[config.mk]
export PLATFORM = sky130hd
export DESIGN_NAME = pipelined_adder_sub
export DESIGN_NICKNAME = d
export VERILOG_FILES = /design/src/rtl/pipelined_adder_sub.sv
export SDC_FILE = /design/constraint.sdc
export NUM_CORES = 1
export LEC_CHECK = 0
export CAP_MARGIN = 10
export CORE_MARGIN = 3
export CORE_UTILIZATION = 60
export CTS_CLUSTER_SIZE = 14
export DETAILED_ROUTE_END_ITERATION = 7
export PLACE_DENSITY = 0.9
export REMOVE_ABC_BUFFERS = 1
export SLEW_MARGIN = 20
export SYNTH_ARGS = -nofsm -noshare
export SYNTH_HDL_FRONTEND = slang
export SYNTH_SLANG_ARGS = --single-unit
[constraint.sdc]
create_clock -name clk -period 13.2 [get_ports clk]
set_input_delay 2.64 -clock clk [delete_from_list [all_inputs] [get_ports clk]]
set_output_delay 2.64 -clock clk [all_outputs]
set_load 0.01 [all_outputs]
[src/rtl/pipelined_adder_sub.sv]
// Chunked, pipelined two's-complement adder/subtractor with NZCV flags.
// Each stage ripples one CW-bit chunk and hands its carry to the next stage.
module pipelined_adder_sub #(
  parameter int unsigned WIDTH  = 64,
  parameter int unsigned STAGES = 4
) (
  input  logic             clk,
  input  logic             reset,
  input  logic             in_valid,
  output logic             in_ready,
  input  logic [WIDTH-1:0] A,
  input  logic [WIDTH-1:0] B,
  input  logic             sub,
  output logic             out_valid,
  input  logic             out_ready,
  output logic [WIDTH-1:0] result,
  output logic             negative,
  output logic             zero,
  output logic             carry_out,
  output logic             overflow
);

  localparam int unsigned CW = WIDTH / STAGES;

  logic             adv;
  logic [WIDTH-1:0] b_eff;

  // Global stall: every stage moves together or holds together.
  assign adv      = !out_valid || out_ready;
  assign in_ready = adv;
  assign b_eff    = sub ? ~B : B;

  for (genvar j = 0; j < STAGES; j++) begin : g_stage
    localparam int unsigned RW = (j + 1) * CW;

    logic [CW-1:0] a_c;
    logic [CW-1:0] b_c;
    logic          cin;
    logic          zin;
    logic          vin;
    logic [CW:0]   sum;
    logic [RW-1:0] res_nxt;

    logic          v_q;
    logic          c_q;
    logic          z_q;
    logic [RW-1:0] res_q;

    if (j == 0) begin : g_first
      assign a_c     = A[CW-1:0];
      assign b_c     = b_eff[CW-1:0];
      assign cin     = sub;
      assign zin     = 1'b1;
      assign vin     = in_valid;
      assign res_nxt = sum[CW-1:0];
    end else begin : g_next
      assign a_c     = g_stage[j-1].g_pend.pa_q[CW-1:0];
      assign b_c     = g_stage[j-1].g_pend.pb_q[CW-1:0];
      assign cin     = g_stage[j-1].c_q;
      assign zin     = g_stage[j-1].z_q;
      assign vin     = g_stage[j-1].v_q;
      assign res_nxt = {sum[CW-1:0], g_stage[j-1].res_q};
    end

    assign sum = {1'b0, a_c} + {1'b0, b_c} + {{CW{1'b0}}, cin};

    always_ff @(posedge clk) begin
      if (reset) begin
        v_q   <= 1'b0;
        c_q   <= 1'b0;
        z_q   <= 1'b0;
        res_q <= '0;
      end else if (adv) begin
        v_q   <= vin;
        c_q   <= sum[CW];
        z_q   <= zin & (sum[CW-1:0] == '0);
        res_q <= res_nxt;
      end
    end

    // High operand chunks still waiting for their stage.
    if (j < STAGES - 1) begin : g_pend
      localparam int unsigned PW = WIDTH - (j + 1) * CW;

      logic [PW-1:0] pa_nxt;
      logic [PW-1:0] pb_nxt;
      logic [PW-1:0] pa_q;
      logic [PW-1:0] pb_q;

      if (j == 0) begin : g_src_in
        assign pa_nxt = A[WIDTH-1:CW];
        assign pb_nxt = b_eff[WIDTH-1:CW];
      end else begin : g_src_prev
        assign pa_nxt = g_stage[j-1].g_pend.pa_q[WIDTH-j*CW-1:CW];
        assign pb_nxt = g_stage[j-1].g_pend.pb_q[WIDTH-j*CW-1:CW];
      end

      always_ff @(posedge clk) begin
        if (reset) begin
          pa_q <= '0;
          pb_q <= '0;
        end else if (adv) begin
          pa_q <= pa_nxt;
          pb_q <= pb_nxt;
        end
      end
    end

    // Signed overflow: carry into the MSB differs from carry out of it.
    if (j == STAGES - 1) begin : g_last
      logic ovf_q;

      always_ff @(posedge clk) begin
        if (reset) begin
          ovf_q <= 1'b0;
        end else if (adv) begin
          ovf_q <= a_c[CW-1] ^ b_c[CW-1] ^ sum[CW-1] ^ sum[CW];
        end
      end
    end
  end

  assign out_valid = g_stage[STAGES-1].v_q;
  assign result    = g_stage[STAGES-1].res_q;
  assign negative  = g_stage[STAGES-1].res_q[WIDTH-1];
  assign zero      = g_stage[STAGES-1].z_q;
  assign carry_out = g_stage[STAGES-1].c_q;
  assign overflow  = g_stage[STAGES-1].g_last.ovf_q;

endmodule
Word level (Yosys, flattened, before mapping)
Cells that the tools add are included.
- memory bits (read-only): 0
- latch bits: 0
- bits in writable memories: 0
- word-level logic and storage cells: 45
- register bits after elaboration: 365
- memories: 0
- output and inout port bits: 70
- input port bits: 133
- magnitude comparators: 0
- add/subtract/negate cells: 8
- reductions and logical operators: 6
- divide/modulo/power cells: 0
- multiplexer cells: 1
- equality and inequality tests: 0
- bitwise logic cells: 7
- shifts and indexed selects: 0
- multipliers: 0
- operators with widths (cell ; count):
    $add 16x16->17 ; 4
    $add 17x1->17 ; 4
    $logic_not 16->1 ; 4
    $mux 64 ; 1
    $not 64->64 ; 1
    $and 1x1->1 ; 3
    $xor 1x1->1 ; 3
    $logic_not 1->1 ; 1
    $logic_or 1x1->1 ; 1

Logic depth before layout (Yosys ltp)
Gate-level depths: netlist (run 1).
- depth in word-level cells: 5
- depth in mapped cells: 13
- gate-level depth less buffers: 10

Worst setup path before layout (run 1)
OpenSTA, ideal clock, no wires.
- path kind: input to register
- from: input sub
- to: register g_stage[0].z_q
- cell stages on the path: 13
- data required time: 13138 ps
- path slack: 6734 ps
- data arrival time: 6404 ps
- setup time: 62 ps
- path buffers: 3
- cells stage by stage: buf_4 -> buf_1 -> buf_1 -> xor2_1 -> fa_1 -> a21o_1 -> a31o_1 -> a211oi_2 -> nor2_1 -> or4_1 -> or4b_1 -> nor4b_2 -> a32o_1
- cells in the longest elaborated chain, start to end: 4
- ends and longest elaborated chain (element ; line ; text):
    start: declaration ; 13 ; input logic sub,
    $mux 64 ; 31 ; assign b_eff = sub ? ~B : B;
    $add 16x16->17 ; 65 ; assign sum = {1'b0, a_c} + {1'b0, b_c} + {{CW{1'b0}}, cin};
    $add 17x1->17 * ; 65 ;
    $logic_not 16->1 * ; 76 ; z_q <= zin & (sum[CW-1:0] == '0);
    end signal: assignment ; 76 ;
    end: declaration ; 46 ; logic z_q;
Mark *: on every way between the ends. The rest lies on a longest branch, timed or not.
A chain may end at the register's enable or synchronous reset.

Worst setup path in the final report (run 1)
- from: input out_ready
- to: output in_ready
- cells in the longest elaborated chain, start to end: 1
- ends and longest elaborated chain (element ; line ; text):
    start: declaration ; 15 ; input logic out_ready,
    $logic_or 1x1->1 ; 29 ; assign adv = !out_valid || out_ready;
    end: declaration ; 10 ; output logic in_ready,
Every way passes these cells.

==> results of run 1 <==
==> worst paths after layout <==
kind / start / end / slack, ns / cells after the start
worst min register to register: g_stage[1].g_pend.pb_q[30] / g_stage[2].g_pend.pb_q[14] / 0.44 / 2
worst max-delay path: out_ready / in_ready / 6.28 / 4
worst min-delay path: g_stage[1].g_pend.pb_q[30] / g_stage[2].g_pend.pb_q[14] / 0.44 / 2
worst max register to register: g_stage[0].c_q / g_stage[1].z_q / 9.40 / 10
==> power groups by stage <==
stage / Combinational (mW) / Clock (mW) / Sequential [mW]
after global routing: 0.371 / 1.11 / 1.22
final: 0.334 / 1.05 / 1.22
after detailed placement: 0.329 / 0 / 1.24
after CTS: 0.333 / 1.06 / 1.22
after global placement: 0.317 / 0 / 1.24
after floorplan: 0.200 / 0 / 1.23
==> cells in the mapped netlist (all sizes together), types with 3 or more instances <==
master and count:
nand2 599, dfxtp 365, a21oi 336, clkbuf 117, nor2 94, xnor2 94
a211oi 67, ha 60, o21ai 34, xor2 25, a21o 17, nor3 16
o21bai 13, inv 12, buf 11, fa 7, nand3 7, nand4 7
o21a 7, a31oi 6, nor2b 6, o211ai 5, a22o 4, and2 4
and4 4, nand2b 4, or3 4, or4b 4, a31o 3, and3 3
nor4b 3, o31ai 3
==> state kept, by name (all words and copies together), names as in the netlist <==
name	count
g_stage.c_q	3
g_stage.g_pend.pb_q	96
overflow	1
carry_out	1
g_stage.z_q	3
zero	1
result	64
g_stage.v_q	3
g_stage.res_q	96
out_valid	1
g_stage.g_pend.pa_q	96
==> layer usage <==
metal | wire (µm) | track usage [%]
met3 | 2122 | 4.250
met2 | 18670 | 44.31
met1 | 15330 | 31.38
met4 | 1042 | 8.396
met5 | 34 | 0
==> area by class of cell <==
type	instances	area, µm²
Multi-Input combinational cell	1459	7941
Sequential cell	365	7307
Fill cell	1830	6482
Timing Repair Buffer	212	2120
Clock buffer	53	1106
Tap cell	330	412.9
Clock inverter	7	116.4
Inverter	13	56.30
Antenna cell	1	2.502
==> kinds of logic after synthesis <==
kind of cell | Yosys count | synth area share, %
AOI/OAI and AO/OA | 510 | 18.64
buffers and inverters | 141 | 3.402
adders and majority gates | 67 | 5.646
muxes | 1 | 0.07137
DFF | 365 | 46.31
xor gates and xnor gates | 119 | 6.606
and+or+nand+nor | 762 | 19.32
==> critical path, stage by stage <==
cell	delay, ns
clkdlybuf4s50_1	0.51
nor2b_4	0.07
inv_8	0.33
clkdlybuf4s50_1	0.65
==> metrics by stage <==
step,hold slack [ns],setup slack (ns),power [mW],std cells,TNS [ns]
after floorplan,0.4247,-14.49,1.433,1837,-4349.96
after global placement,0.4364,6.269,1.553,2379,0
after detailed placement,0.4432,6.282,1.569,2379,0
after CTS,0.4492,6.271,2.613,2439,0
after global routing,0.4620,6.185,2.705,2440,0
final,0.4410,6.276,2.602,2440,0
==> impl_metrics.toml, run 1 <==
[floorplan]
start_util_pct = 61.77
coreArea_um2 = 25540
fp-row-count = 58
die_y_um = 168.2
die_x_um = 168.2
ios = 203
dieArea_um2 = 28280

[synthesis]
yosys_warnings = 0
synthTopCellsByArea = "dfxtp_1, nand2_1, a21oi_1"
synth_area_um2 = 15780
synth_largest_area_cell = "dfxtp_1"
syn_area_per_cell_um2 = 8.029
seq_area_frac_synth_pct = 46.31
ys.flop_type = "dfxtp_1"
synth_top_area_share_pct = 46.31
async_flop_share_pct = 0
synth_cells = 1965
ys_types = 55
synth_edf_count = 0
ys_ff_latch = 365

[setup_path]
endpoint_kind = "primary output"
path_class = "in2out"
startpoint_type = "input port"
worstPathMaxFanout = 103
cp.arrival_ns = 4.28
worstPathRequired_ns = 10.56

[cts]
hold_buffers = 0
cts_setup_buffers = 0
cts_tree = "built"
cts_buffers = 37
cts.sinks = 365
clock_latency_ns = 0.51
h-tree-depth = 2
clockBufferDepth = 3
cts_root_buf = "clkbuf_16"
cts_resized = 0
clk_pin_slew_ns = 0.06

[detailed_routing]
drt-total-wl_mm = 37.19
drt_iter0_markers = 1237
vias_per_cell = 5.639
post_drt_wl_per_cell_um = 15.24
ant_nets = 0
vias = 13760
dr.pass1.iters = 5
drc = 0

[global_routing]
globalRouteOverflowTotal = 0
antenna_found_initial = 3
grt_pass1_vias = 13260
grt_pass1_wl_mm = 60.90
grt_max_degree = 220
track_usage_pct = 25.15

[timing]
final_max_slew_viol_count = 0
finalCritPeriodShare_pct = 52.46
worstMarginPinSlew_ns = 1.057
max_clock_freq_ghz = 0.1444
final_hold_viol_count = 0
rsz0062_at_grt = "no"
fin_skew_ns = 0.01679
setup_viol = 0
max-slew-margin-rel_pct = 29.52
fin_crit_ns = 6.924

[power]
power_density_nw_per_um2 = 136.5
switching_share_pct = 24.17
p_int_mw = 1.973
pwr-share-seq_pct = 46.8
p_comb_share_pct = 12.8
p_sw_mw = 0.6288
irDropWorstVdd_mv = 0.1032
clkPwrFrac_pct = 40.4
p_leak_nw = 7.417

[layout]
final_common_cell = "nand2_1"
finish.utilization_pct = 74.62
areaGrowthSynthToFinish_pct = 20.82
nets = 2288
drive_above_1_share_pct = 3.793
final_area_um2 = 19060
final_cell_mix = "nand2_1, dfxtp_1, a21oi_1, clkdlybuf4s50_1"

[worst_hold_path]
hp-class = "reg2reg"

[placement]
post_dp_cell_area_um2 = 17830
globalplace.congestion = 0.9161
portBuffers = 202
dpl.hpwl_mm = 24.10

[job]
maxCapViolCount = 0

[status]
status = "completed"
Note: power is estimated with default switching activity, not from simulation.
==> run 2: changes to the inputs <==
--- a/config.mk
+++ b/config.mk
@@ -7,10 +7,10 @@
 export LEC_CHECK = 0
 export CAP_MARGIN = 10
 export CORE_MARGIN = 3
-export CORE_UTILIZATION = 60
+export CORE_UTILIZATION = 50
 export CTS_CLUSTER_SIZE = 14
 export DETAILED_ROUTE_END_ITERATION = 7
-export PLACE_DENSITY = 0.9
+export PLACE_DENSITY = 0.8
 export REMOVE_ABC_BUFFERS = 1
 export SLEW_MARGIN = 20
 export SYNTH_ARGS = -nofsm -noshare
==> constraint.sdc (replaced) <==
create_clock -name clk -period 5.7 [get_ports clk]
set_input_delay 1.14 -clock clk [delete_from_list [all_inputs] [get_ports clk]]
set_output_delay 1.14 -clock clk [all_outputs]
set_load 0.01 [all_outputs]
==> run 2 against run 1 <==
Sequential share of layout area fell by 0.27 points. Core utilization fell by 12 points. Largest cell class unchanged. Clock skew fell by 0.0051 ns. Combinational power rose by 130%. Design area rose by 0.72%. Register-to-register slack got worse by 7.3 ns. First-iteration DRC count fell by 42%.
==> impl_metrics.toml, run 2 (same netlist as run 1, synthesis figures left out) <==
[setup_path]
worstPathRequired_ns = 6.14
worstPathMaxFanout = 3
path_class = "in2reg"
endpoint_kind = "register"
cp.arrival_ns = 4.72
startpoint_type = "input port"

[cts]
cts.sinks = 365
clk_pin_slew_ns = 0.06
clockBufferDepth = 3
cts_tree = "built"
cts_root_buf = "clkbuf_16"
h-tree-depth = 2
cts_buffers = 39
clock_latency_ns = 0.51
cts_resized = 0
hold_buffers = 0
cts_setup_buffers = 0

[layout]
areaGrowthSynthToFinish_pct = 21.69
nets = 2292
reg_top3 = "g_stage.g_pend.pa_q (96), g_stage.g_pend.pb_q (96), g_stage.res_q (96)"
fillerInstances = 2659
final_cells = 2510
drive_above_1_share_pct = 4.068
multi_input_area_um2 = 7941
diodes = 0
final_common_cell = "nand2_1"
seqCellArea_um2 = 7307
final_area_um2 = 19200
final_cell_mix = "nand2_1, dfxtp_1, a21oi_1, clkdlybuf4s50_1"

[placement]
placedCellCount = 2447
dpl.hpwl_mm = 23.59
globalplace.congestion = 0.8859
dp_slack_ns = 0.9353
post_dp_cell_area_um2 = 17930
portBuffers = 202

[timing]
max_clock_freq_ghz = 0.2337
rsz0062_at_grt = "no"
final_max_slew_viol_count = 0
worstMarginPinSlew_ns = 1.045
finalCritPeriodShare_pct = 75.06
final_hold_viol_count = 0
setup_viol = 0
fin_hold_ws_ns = 0.4476
fin_crit_ns = 4.279
setup_ws_ns = 1.421
fin_skew_ns = 0.01172
max-slew-margin-rel_pct = 30.31

[detailed_routing]
drt-met1-wl_mm = 16.29
maxUsedRoutingLayer = "met5"
wl_met2_mm = 17.17
vias = 13430
dr.pass1.iters = 5
ant_nets = 0
drt_iter0_markers = 721
met3_length_mm = 1.627
drt-total-wl_mm = 35.90
drc = 0
vias_per_cell = 5.352
post_drt_wl_per_cell_um = 14.30

[floorplan]
ios = 203
dieArea_um2 = 33720
die_x_um = 183.6
start_util_pct = 51.18
coreArea_um2 = 30830
fp-row-count = 64
die_y_um = 183.6

[global_routing]
grt_max_degree = 197
grt_pass1_vias = 12980
grt_pass1_wl_mm = 60.40
antenna_found_initial = 1
track_usage_pct = 20.94
globalRouteOverflowTotal = 0

[power]
irDropWorstVdd_mv = 0.2168
clkPwrFrac_pct = 41.1
pwr-share-seq_pct = 46.3
power_density_nw_per_um2 = 316.5
switching_share_pct = 24.00
p_int_mw = 4.619
p_leak_nw = 7.455
p_comb_share_pct = 12.6
power.total_mw = 6.077
p_sw_mw = 1.459

[worst_hold_path]
hp-class = "reg2reg"

[job]
maxCapViolCount = 0

[status]
status = "completed"
[run 2: cell count changes in the layout (fill, tap and decap cells not counted), sizes merged]
cell / delta
clkbuf: -2
diode: -1
inv: -1
buf: +2
clkinv: +6
[run 2: routing by layer]
metal | global-route usage (%) | vias up
li1 | - | 6851
met1 | 28.05 | 6229
met2 | 35.41 | 288
met3 | 3.265 | 64
met4 | 5.667 | 2
met5 | 0 | -
[run 2: final cells by class]
| type | instances | share of cell area [%] |
|---|---|---|
| clock inverters | 12 | 0.7234 |
| well taps | 396 | 2.581 |
| repair buffers | 214 | 11.08 |
| multi-input cells | 1459 | 41.36 |
| flip-flops and latches | 365 | 38.06 |
| clock buffers | 51 | 5.904 |
| inverters | 13 | 0.2933 |
[run 2: worst paths after layout]
path                   from        endpoint  slack (ns)  cells after the start
max                    B[0]  g_stage[0].z_q        1.42                     11
min              result[26]      result[26]        0.45                      2
max reg2reg  g_stage[0].c_q  g_stage[1].z_q        2.11                     10
min reg2reg      result[26]      result[26]        0.45                      2
[run 2: power by group through the flow]
stage | clock network [mW] | registers (mW) | logic, mW
after floorplan | 0 | 2.86 | 0.462
after global placement | 0 | 2.86 | 0.740
after detailed placement | 0 | 2.87 | 0.757
after CTS | 2.55 | 2.82 | 0.764
after global routing | 2.65 | 2.84 | 0.857
final | 2.50 | 2.82 | 0.763
[run 2: worst max-delay path, cell delays in order]
cell and delay (ns):
clkdlybuf4s50_1 0.53, mux2_2 0.40, fa_1 0.42, a21o_1 0.22
a31o_1 0.23, a211oi_2 0.22, nor2_1 0.08, or4_1 0.50
or4b_1 0.53, nor4b_2 0.27, a32o_1 0.19
[run 2: per-stage QoR]
step                TNS (ns)  utilization [%]
CTS                        0            62.28
detailed placement         0            58.15
global route               0            62.28
floorplan           -6543.87                -
finish                     0            62.28
global placement           0            58.15
